$ cat src/rtl/fetch_queue_pkg.sv
// fetch_queue_pkg: shared entry type and reset constants for the fetch queue.
package fetch_queue_pkg;
   typedef struct packed {
      logic [31:0] pc;
      logic [31:0] inst;
   } fetch_q_entry_t;
   localparam logic [31:0] RESET_PC = 32'h80000000;
   localparam logic [31:0] NOP_INST = 32'h00000013;
endpackage

$ cat src/rtl/fetch_queue_if.sv
// fetch_queue_if: fetch-side and decode-side handshake bundle of the fetch queue.
interface fetch_queue_if #(parameter int DEPTH = 4);
   logic flush, in_valid, req_stall, out_valid, out_ready, error;
   logic [31:0] in_pc, in_inst, out_pc, out_inst;
   logic [$clog2(DEPTH):0] count;
   modport master (
      output flush, in_valid, in_pc, in_inst, out_ready,
      input  req_stall, out_valid, out_pc, out_inst, count, error
   );
   modport slave (
      input  flush, in_valid, in_pc, in_inst, out_ready,
      output req_stall, out_valid, out_pc, out_inst, count, error
   );
endinterface

$ cat src/rtl/fetch_queue.sv
// fetch_queue: in-order instruction buffer between fetch and decode with early fetch throttling.
// Optional FETCH_QUEUE_BYPASS_EN adds a same-cycle in->out path when the queue is empty.
module fetch_queue
   import fetch_queue_pkg::*;
#(
   parameter int DEPTH = 4,
   parameter int SLACK = 2
) (
   input logic clk,
   input logic rst,
   fetch_queue_if.slave q
);
   localparam int AW = $clog2(DEPTH);
   localparam int CW = AW + 1;
   localparam logic [AW:0] FULL_CNT = CW'(DEPTH);
   localparam logic [AW:0] STALL_CNT = CW'(DEPTH - SLACK);
   fetch_q_entry_t mem [DEPTH];
   logic [AW-1:0] rd_ptr, wr_ptr;
   logic [AW:0] cnt, cnt_next;
   logic empty, byp, valid, push, pop, pop_mem, wr_en, overflow, stall, err;
   always_comb begin
      empty = cnt == '0;
`ifdef FETCH_QUEUE_BYPASS_EN
      byp = empty && q.in_valid && !q.flush;
`else
      byp = 1'b0;
`endif
      valid = byp || !empty;
      push = q.in_valid && !q.flush;
      pop = valid && q.out_ready && !q.flush;
      pop_mem = pop && !empty;
      // a bypassed entry consumed in the same cycle never touches storage
      wr_en = push && (cnt != FULL_CNT || pop) && !(empty && pop);
      overflow = push && cnt == FULL_CNT && !pop;
      cnt_next = q.flush ? '0 : cnt + CW'(wr_en) - CW'(pop_mem);
   end
   always_ff @(posedge clk or posedge rst) begin
      if (rst) begin
         rd_ptr <= '0;
         wr_ptr <= '0;
         cnt <= '0;
         stall <= 1'b0;
         err <= 1'b0;
      end else begin
         rd_ptr <= q.flush ? '0 : rd_ptr + AW'(pop_mem);
         wr_ptr <= q.flush ? '0 : wr_ptr + AW'(wr_en);
         cnt <= cnt_next;
         stall <= cnt_next >= STALL_CNT;
         err <= err || overflow;
      end
   end
   always_ff @(posedge clk)
      if (wr_en) mem[wr_ptr] <= '{pc: q.in_pc, inst: q.in_inst};
   assign q.out_valid = valid;
   assign q.out_pc = byp ? q.in_pc : empty ? RESET_PC : mem[rd_ptr].pc;
   assign q.out_inst = byp ? q.in_inst : empty ? NOP_INST : mem[rd_ptr].inst;
   assign q.count = cnt;
   assign q.req_stall = stall;
   assign q.error = err;
endmodule
$ cat src/flat_wrapper.sv
// flat-port wrapper written by rule: the top's interface ports become plain ports
module fetch_queue_flat import fetch_queue_pkg::*;
#(
   parameter int DEPTH = 4,
   parameter int SLACK = 2
)
  (clk, rst, q_flush, q_in_valid, q_in_pc, q_in_inst, q_out_ready, q_req_stall, q_out_valid, q_out_pc, q_out_inst, q_count, q_error);
  fetch_queue_if #(.DEPTH(DEPTH)) q_i ();
  input logic clk;
  input logic rst;
  input wire logic [$bits(q_i.flush)-1:0] q_flush;
  input wire logic [$bits(q_i.in_valid)-1:0] q_in_valid;
  input wire logic [$bits(q_i.in_pc)-1:0] q_in_pc;
  input wire logic [$bits(q_i.in_inst)-1:0] q_in_inst;
  input wire logic [$bits(q_i.out_ready)-1:0] q_out_ready;
  output wire logic [$bits(q_i.req_stall)-1:0] q_req_stall;
  output wire logic [$bits(q_i.out_valid)-1:0] q_out_valid;
  output wire logic [$bits(q_i.out_pc)-1:0] q_out_pc;
  output wire logic [$bits(q_i.out_inst)-1:0] q_out_inst;
  output wire logic [$bits(q_i.count)-1:0] q_count;
  output wire logic [$bits(q_i.error)-1:0] q_error;
  assign q_i.flush = q_flush;
  assign q_i.in_valid = q_in_valid;
  assign q_i.in_pc = q_in_pc;
  assign q_i.in_inst = q_in_inst;
  assign q_i.out_ready = q_out_ready;
  assign q_req_stall = q_i.req_stall;
  assign q_out_valid = q_i.out_valid;
  assign q_out_pc = q_i.out_pc;
  assign q_out_inst = q_i.out_inst;
  assign q_count = q_i.count;
  assign q_error = q_i.error;
  fetch_queue #(.DEPTH(DEPTH), .SLACK(SLACK)) u_core (.clk(clk), .rst(rst), .q(q_i));
endmodule
$ cat config.mk
export PLATFORM = sky130hd
export DESIGN_NAME = fetch_queue_flat
export DESIGN_NICKNAME = d
export VERILOG_FILES = /design/src/rtl/fetch_queue_pkg.sv /design/src/rtl/fetch_queue_if.sv /design/src/rtl/fetch_queue.sv /design/src/flat_wrapper.sv
export SDC_FILE = /design/constraint.sdc
export NUM_CORES = 1
export LEC_CHECK = 0
export CORE_MARGIN = 2
export CORE_UTILIZATION = 30
export CTS_CLUSTER_DIAMETER = 80
export DETAILED_ROUTE_END_ITERATION = 7
export DONT_BUFFER_PORTS = 1
export SYNTH_ARGS = -nofsm -noshare
export SYNTH_HDL_FRONTEND = slang
export SYNTH_SLANG_ARGS = --single-unit
$ cat constraint.sdc
create_clock -name clk -period 9.9 [get_ports clk]
set_input_delay 1.485 -clock clk [delete_from_list [all_inputs] [get_ports clk]]
set_output_delay 1.485 -clock clk [all_outputs]
set_load 0.005 [all_outputs]
* Word level (Yosys, flattened, before mapping) *
Memories as Yosys holds them, arrays and structs flattened.
Cells that the tools add are included.

storage, ports and cells
  register bits after elaboration = 9
  memory bits (writable) = 256
  bits of input ports = 69
  output and inout bits = 70
  memories = 1

memories
  name        depth  bits a word  read ports  clocked after memory_dff  wr ports  RTL line           RTL
  u_core.mem  4      64           1           0                         1         fetch_queue.sv:17  fetch_q_entry_t mem [DEPTH];

cells by class
  add/sub/neg operators = 4
  order comparisons = 1
  eq/ne operators = 2
  mux-type cells = 7
  reductions and logical operators = 16

operator list
  cell                                                 number
  two-way mux 32 bit                                   2
  logical AND 1 bit                                    9
  adder 2 x 1 -> 2 bit                                 2
  logical NOT 1 bit                                    4
  two-way mux 2 bit                                    2
  adder 3 x 1 -> 3 bit                                 1
  == test 3 bit, second input constant                 1
  >= comparator 3 x 2 -> 1 bit, second input constant  1
  logical NOT 3 bit                                    1
  two-way mux 3 bit                                    1
  != test 3 bit, second input constant                 1
  subtractor 3 x 1 -> 3 bit                            1
  logical OR 1 bit                                     2
  two-way mux 1 bit                                    2

* Longest topological paths before layout *
  depth after elaboration = 11
  mapped depth = 10

* Worst setup path after synthesis *
No wires, ideal clock.

  path type = input -> register
  start point = input port q_flush
  end point = memory u_core.mem[1][0] in the netlist's numbering, enable pin
  data arrival time = 8.491 ns
  required time = 9.234 ns
  setup slack = 0.743 ns
  stages on the path = 3
  path through = clkbuf_1 -> nand2b_1 -> nor4b_1

between the ends
  longest elaborated chain between the ends = 7
  elaborated cells on any way between the ends = 10
  those cells by class = mux: 2; reduce/logical: 8

ends and longest elaborated chain
  item                                                           RTL line                              RTL
  from (decl)                                                    flat_wrapper.sv:11                    input wire logic [$bits(q_i.flush)-1:0] q_flush;
  logical NOT 1 bit *                                            fetch_queue.sv:29, fetch_queue.sv:30
  logical AND 1 bit                                              fetch_queue.sv:30                     pop = valid && q.out_ready && !q.flush;
  logical OR 1 bit / logical AND 1 bit (equally long branches)   fetch_queue.sv:33                     wr_en = push && (cnt != FULL_CNT || pop) && !(empty && pop);
  logical AND 1 bit / logical NOT 1 bit (equally long branches)  fetch_queue.sv:33
  logical AND 1 bit *                                            fetch_queue.sv:33
  two-way mux 1 bit *                                            fetch_queue.sv:53                     if (wr_en) mem[wr_ptr] <= '{pc: q.in_pc, inst: q.in_inst};
  two-way mux 1 bit (not written as such) *                      fetch_queue.sv:53
  to (decl)                                                      fetch_queue.sv:17

Every way passes the cells marked *; elsewhere a longest branch is shown, timed or not.

* Worst setup path in the final report *
  start point = register u_core.rd_ptr[0]
  end point = output port q_out_inst[4]

between the ends
  longest elaborated chain between the ends = 2

ends and longest elaborated chain
  item                      RTL line            RTL
  from (decl)               fetch_queue.sv:18   logic [AW-1:0] rd_ptr, wr_ptr;
  from (signal assigned)    fetch_queue.sv:45   rd_ptr <= q.flush ? '0 : rd_ptr + AW'(pop_mem);
  memory read (4 x 64 bit)  -
  two-way mux 32 bit        fetch_queue.sv:56   assign q.out_inst = byp ? q.in_inst : empty ? NOP_INST : mem[rd_ptr].inst;
  to (decl)                 flat_wrapper.sv:19  output wire logic [$bits(q_i.out_inst)-1:0] q_out_inst;

No other way between the ends.

==> flow_metrics.tcl <==
set metrics [dict create \
    status "complete, no violations" \
    place_congestion 0.711 \
    cts_hold_buf 0 \
    coreArea_um2 33500 \
    place_ws_ns 5.87 \
    yosys.area.top_type_share_pct 75.2 \
    drt_iter0_drc 246 \
    antenna_found_initial 0 \
    grt_max_degree 66 \
    cts_tree "yes" \
    die_w_um 189 \
    syn_to_final_growth_pct 13.6 \
    r2r_end "u_core.q.req_stall" \
    dr.pass1.iters 6 \
    cts_root_buffer "clkbuf_16" \
    wirelength_um 20200 \
    die_h_um 189 \
    slowest_delay_ns 0.87 \
    whs_path_depth 1 \
    cts_setup_buffers 0 \
    cpMaxStageDelayCell "buf_4" \
    slew_headroom_pct 29.3 \
    fin_nets 538 \
    path_cells "buf_4 -> mux4_1 -> or2_1" \
    row_count 67 \
    hold_end "u_core.q.error" \
    cts_buffer_depth 3 \
    finalCritPeriodShare_pct 45.3 \
    criticalPathCategory "flip-flop to output port" \
    endpoint_kind "output port" \
    setup_slack_ns 5.42 \
    r2r-start "u_core.q.count[1]" \
    htreeDepth 1 \
    ys_ff_latch 265 \
    min_period_ns 4.48 \
    reg2regPathDepth 10 \
    numCtsBuffers 28 \
    clkTransAtPathRegs_ns 0.07 \
    track_usage_pct 11.3 \
    fin_setup_tns_ns 0 \
    drive_gt1_share_pct 24.8 \
    synth_top_area_cell "edfxtp_1" \
    drt-wirelength-per-cell_um 21.7 \
    drc_errors 0 \
    netlist_instances 446 \
    ir_drop_mv 0.160 \
    fin_skew_ns 0.0222 \
    setup_viol 0 \
    leakage_nw 3.57 \
    detail-route-antenna-nets 0 \
    clk-insertion-delay-late_ns 0.54 \
    avgSynthCellArea_um2 22.9 \
    cts.repair.resized 0 \
    fillCellCount 3103 \
    drv_cap 0 \
    hold_viol_final 0 \
    grt_pass1_vias 4887 \
    p_per_area_nw_per_um2 231 \
    tightest_slew_ns 1.06 \
    start_util_pct 30.5 \
    required_ns 8.42 \
    via_count 4326 \
    fmax_mhz 223 \
    min_from "u_core.q.error" \
    hold_path.class "flip-flop to flip-flop" \
    yosysWarnings 0 \
    crit_arrival_ns 3.00 \
    synth.area.top_cells "edfxtp_1, mux4_2, and2_1" \
    synth_seq_area_share_pct 77.4 \
    place.detailed.hpwl_um 11700 \
    io_pins 139 \
    io_buffers 0 \
    ff2ff_setup_slack_ns 6.30 \
    drt-vias-per-instance 4.64 \
    gr-total-overflow 0 \
    rsz0062_at_grt "false" \
    maxSlewViolCount 0 \
    synth.distinct_cells 26 \
    crit_fanout 50 \
    synth_nets 520 \
    grt_pass1_wl_um 30400 \
    syn-cell-area_um2 10200 \
    dieArea_um2 35500 \
    crit_path_start_kind "flip-flop" \
    clock-sinks 265 \
    diodes 0 \
]
power breakdown:
group	switching (W)	internal [W]
clock	0.000416	0.000614
sequential	0.0000333	0.00128
combinational	0.000192	0.000148
state kept, by name, summed over array words and instances (netlist names):
| name | count |
|---|---|
| u_core.rd_ptr | 2 |
| u_core.q.count | 3 |
| u_core.q.req_stall | 1 |
| u_core.wr_ptr | 2 |
| u_core.q.error | 1 |
| u_core.mem | 256 |
synthesized netlist by cell type:
master    number
edfxtp_1     256
and2_1        60
mux4_2        60
dfrtp_1        9
buf_2          7
clkbuf_1       7
buf_12         6
inv_1          6
nor2_1         5
ha_1           4
mux4_1         4
or2_1          4
nor2b_1        3
nor4b_1        2
xnor2_1        2
a21oi_1        1
a31o_2         1
and3_1         1
buf_6          1
fa_1           1
nand2b_1       1
nor3_2         1
nor4_1         1
nor4b_2        1
nor4bb_1       1
xnor3_1        1
metal layers:
metal | vias to the layer above | GRT usage (%) | share of wire (%)
met1 | 2302 | 13.0 | 39
met5 | - | 0 | 0
li1 | 1854 | - | -
met3 | 43 | 3.71 | 7.1
met4 | 0 | 4.24 | 3.5
met2 | 127 | 19.6 | 50
worst max-delay path: cells and delay by family, from the launching register on:
family	cells	cell delay [ns]
DFF	1	0.62
and+or+nand+nor	1	0.24
muxes	1	0.67
buffers and inverters	1	0.87
worst max path at each step:
stage	start	end	cells past startpoint
global placement	u_core.rd_ptr[0]	q_out_inst[4]	3
global route	u_core.rd_ptr[0]	q_out_inst[4]	3
floorplan	q_flush	u_core.mem[1][0]	3
detailed placement	u_core.rd_ptr[0]	q_out_inst[4]	3
CTS	u_core.rd_ptr[0]	q_out_inst[4]	3
finish	u_core.rd_ptr[0]	q_out_inst[4]	3
stage by stage:
stage / cell area (µm²) / std cells / hold slack, ns / total power [W] / util, %
final: 11600 / 932 / 0.554 / 0.00268 / 34.6
after global routing: 11600 / 932 / 0.587 / 0.00279 / 34.6
after CTS: 11600 / 932 / 0.561 / 0.00273 / 34.6
after detailed placement: 10700 / 882 / 0.545 / 0.00169 / 31.9
after global placement: 10700 / 882 / 0.535 / 0.00168 / 31.9
after floorplan: 10200 / 446 / 0.466 / 0.00161 / -
final cells by class:
type / count / area, µm² / share of cell area [%]
clock buffers: 34 / 744 / 6.41
clock inverters: 16 / 173 / 1.49
inverters: 6 / 22.5 / 0.194
multi-input cells: 154 / 2120 / 18.3
flip-flops and latches: 265 / 7920 / 68.2
well taps: 448 / 561 / 4.83
repair buffers: 9 / 67.6 / 0.582
kinds of logic (layout without fill, tap and decap cells):
group,Yosys count,count (layout),share of synthesized area (%)
buffers and inverters,27,65,2.11
and+or+nand+nor,80,80,4.98
muxes,64,64,14.3
AOI/OAI and AO/OA,2,2,0.135
DFF,265,265,77.4
xor gates and xnor gates,3,3,0.392
adders and majority gates,5,5,0.686
layout by cell type, fill, tap and decap left out, types with 2 or more instances in the layout:
master | netlist | routed
or2_1 | 4 | 4
dfrtp_1 | 9 | 7
clkinv_1 | 0 | 4
mux4_2 | 60 | 60
mux4_1 | 4 | 4
nor2b_1 | 3 | 3
ha_1 | 4 | 4
clkinv_4 | 0 | 2
buf_4 | 0 | 9
xnor2_1 | 2 | 2
edfxtp_1 | 256 | 256
clkinvlp_4 | 0 | 2
clkbuf_16 | 0 | 29
dfrtp_4 | 0 | 2
bufinv_16 | 0 | 3
clkinv_2 | 0 | 3
clkbuf_1 | 7 | 5
nor4b_2 | 1 | 3
inv_1 | 6 | 5
nor2_1 | 5 | 5
and2_1 | 60 | 60
No activity file was read; power rests on OpenSTA's default activity.
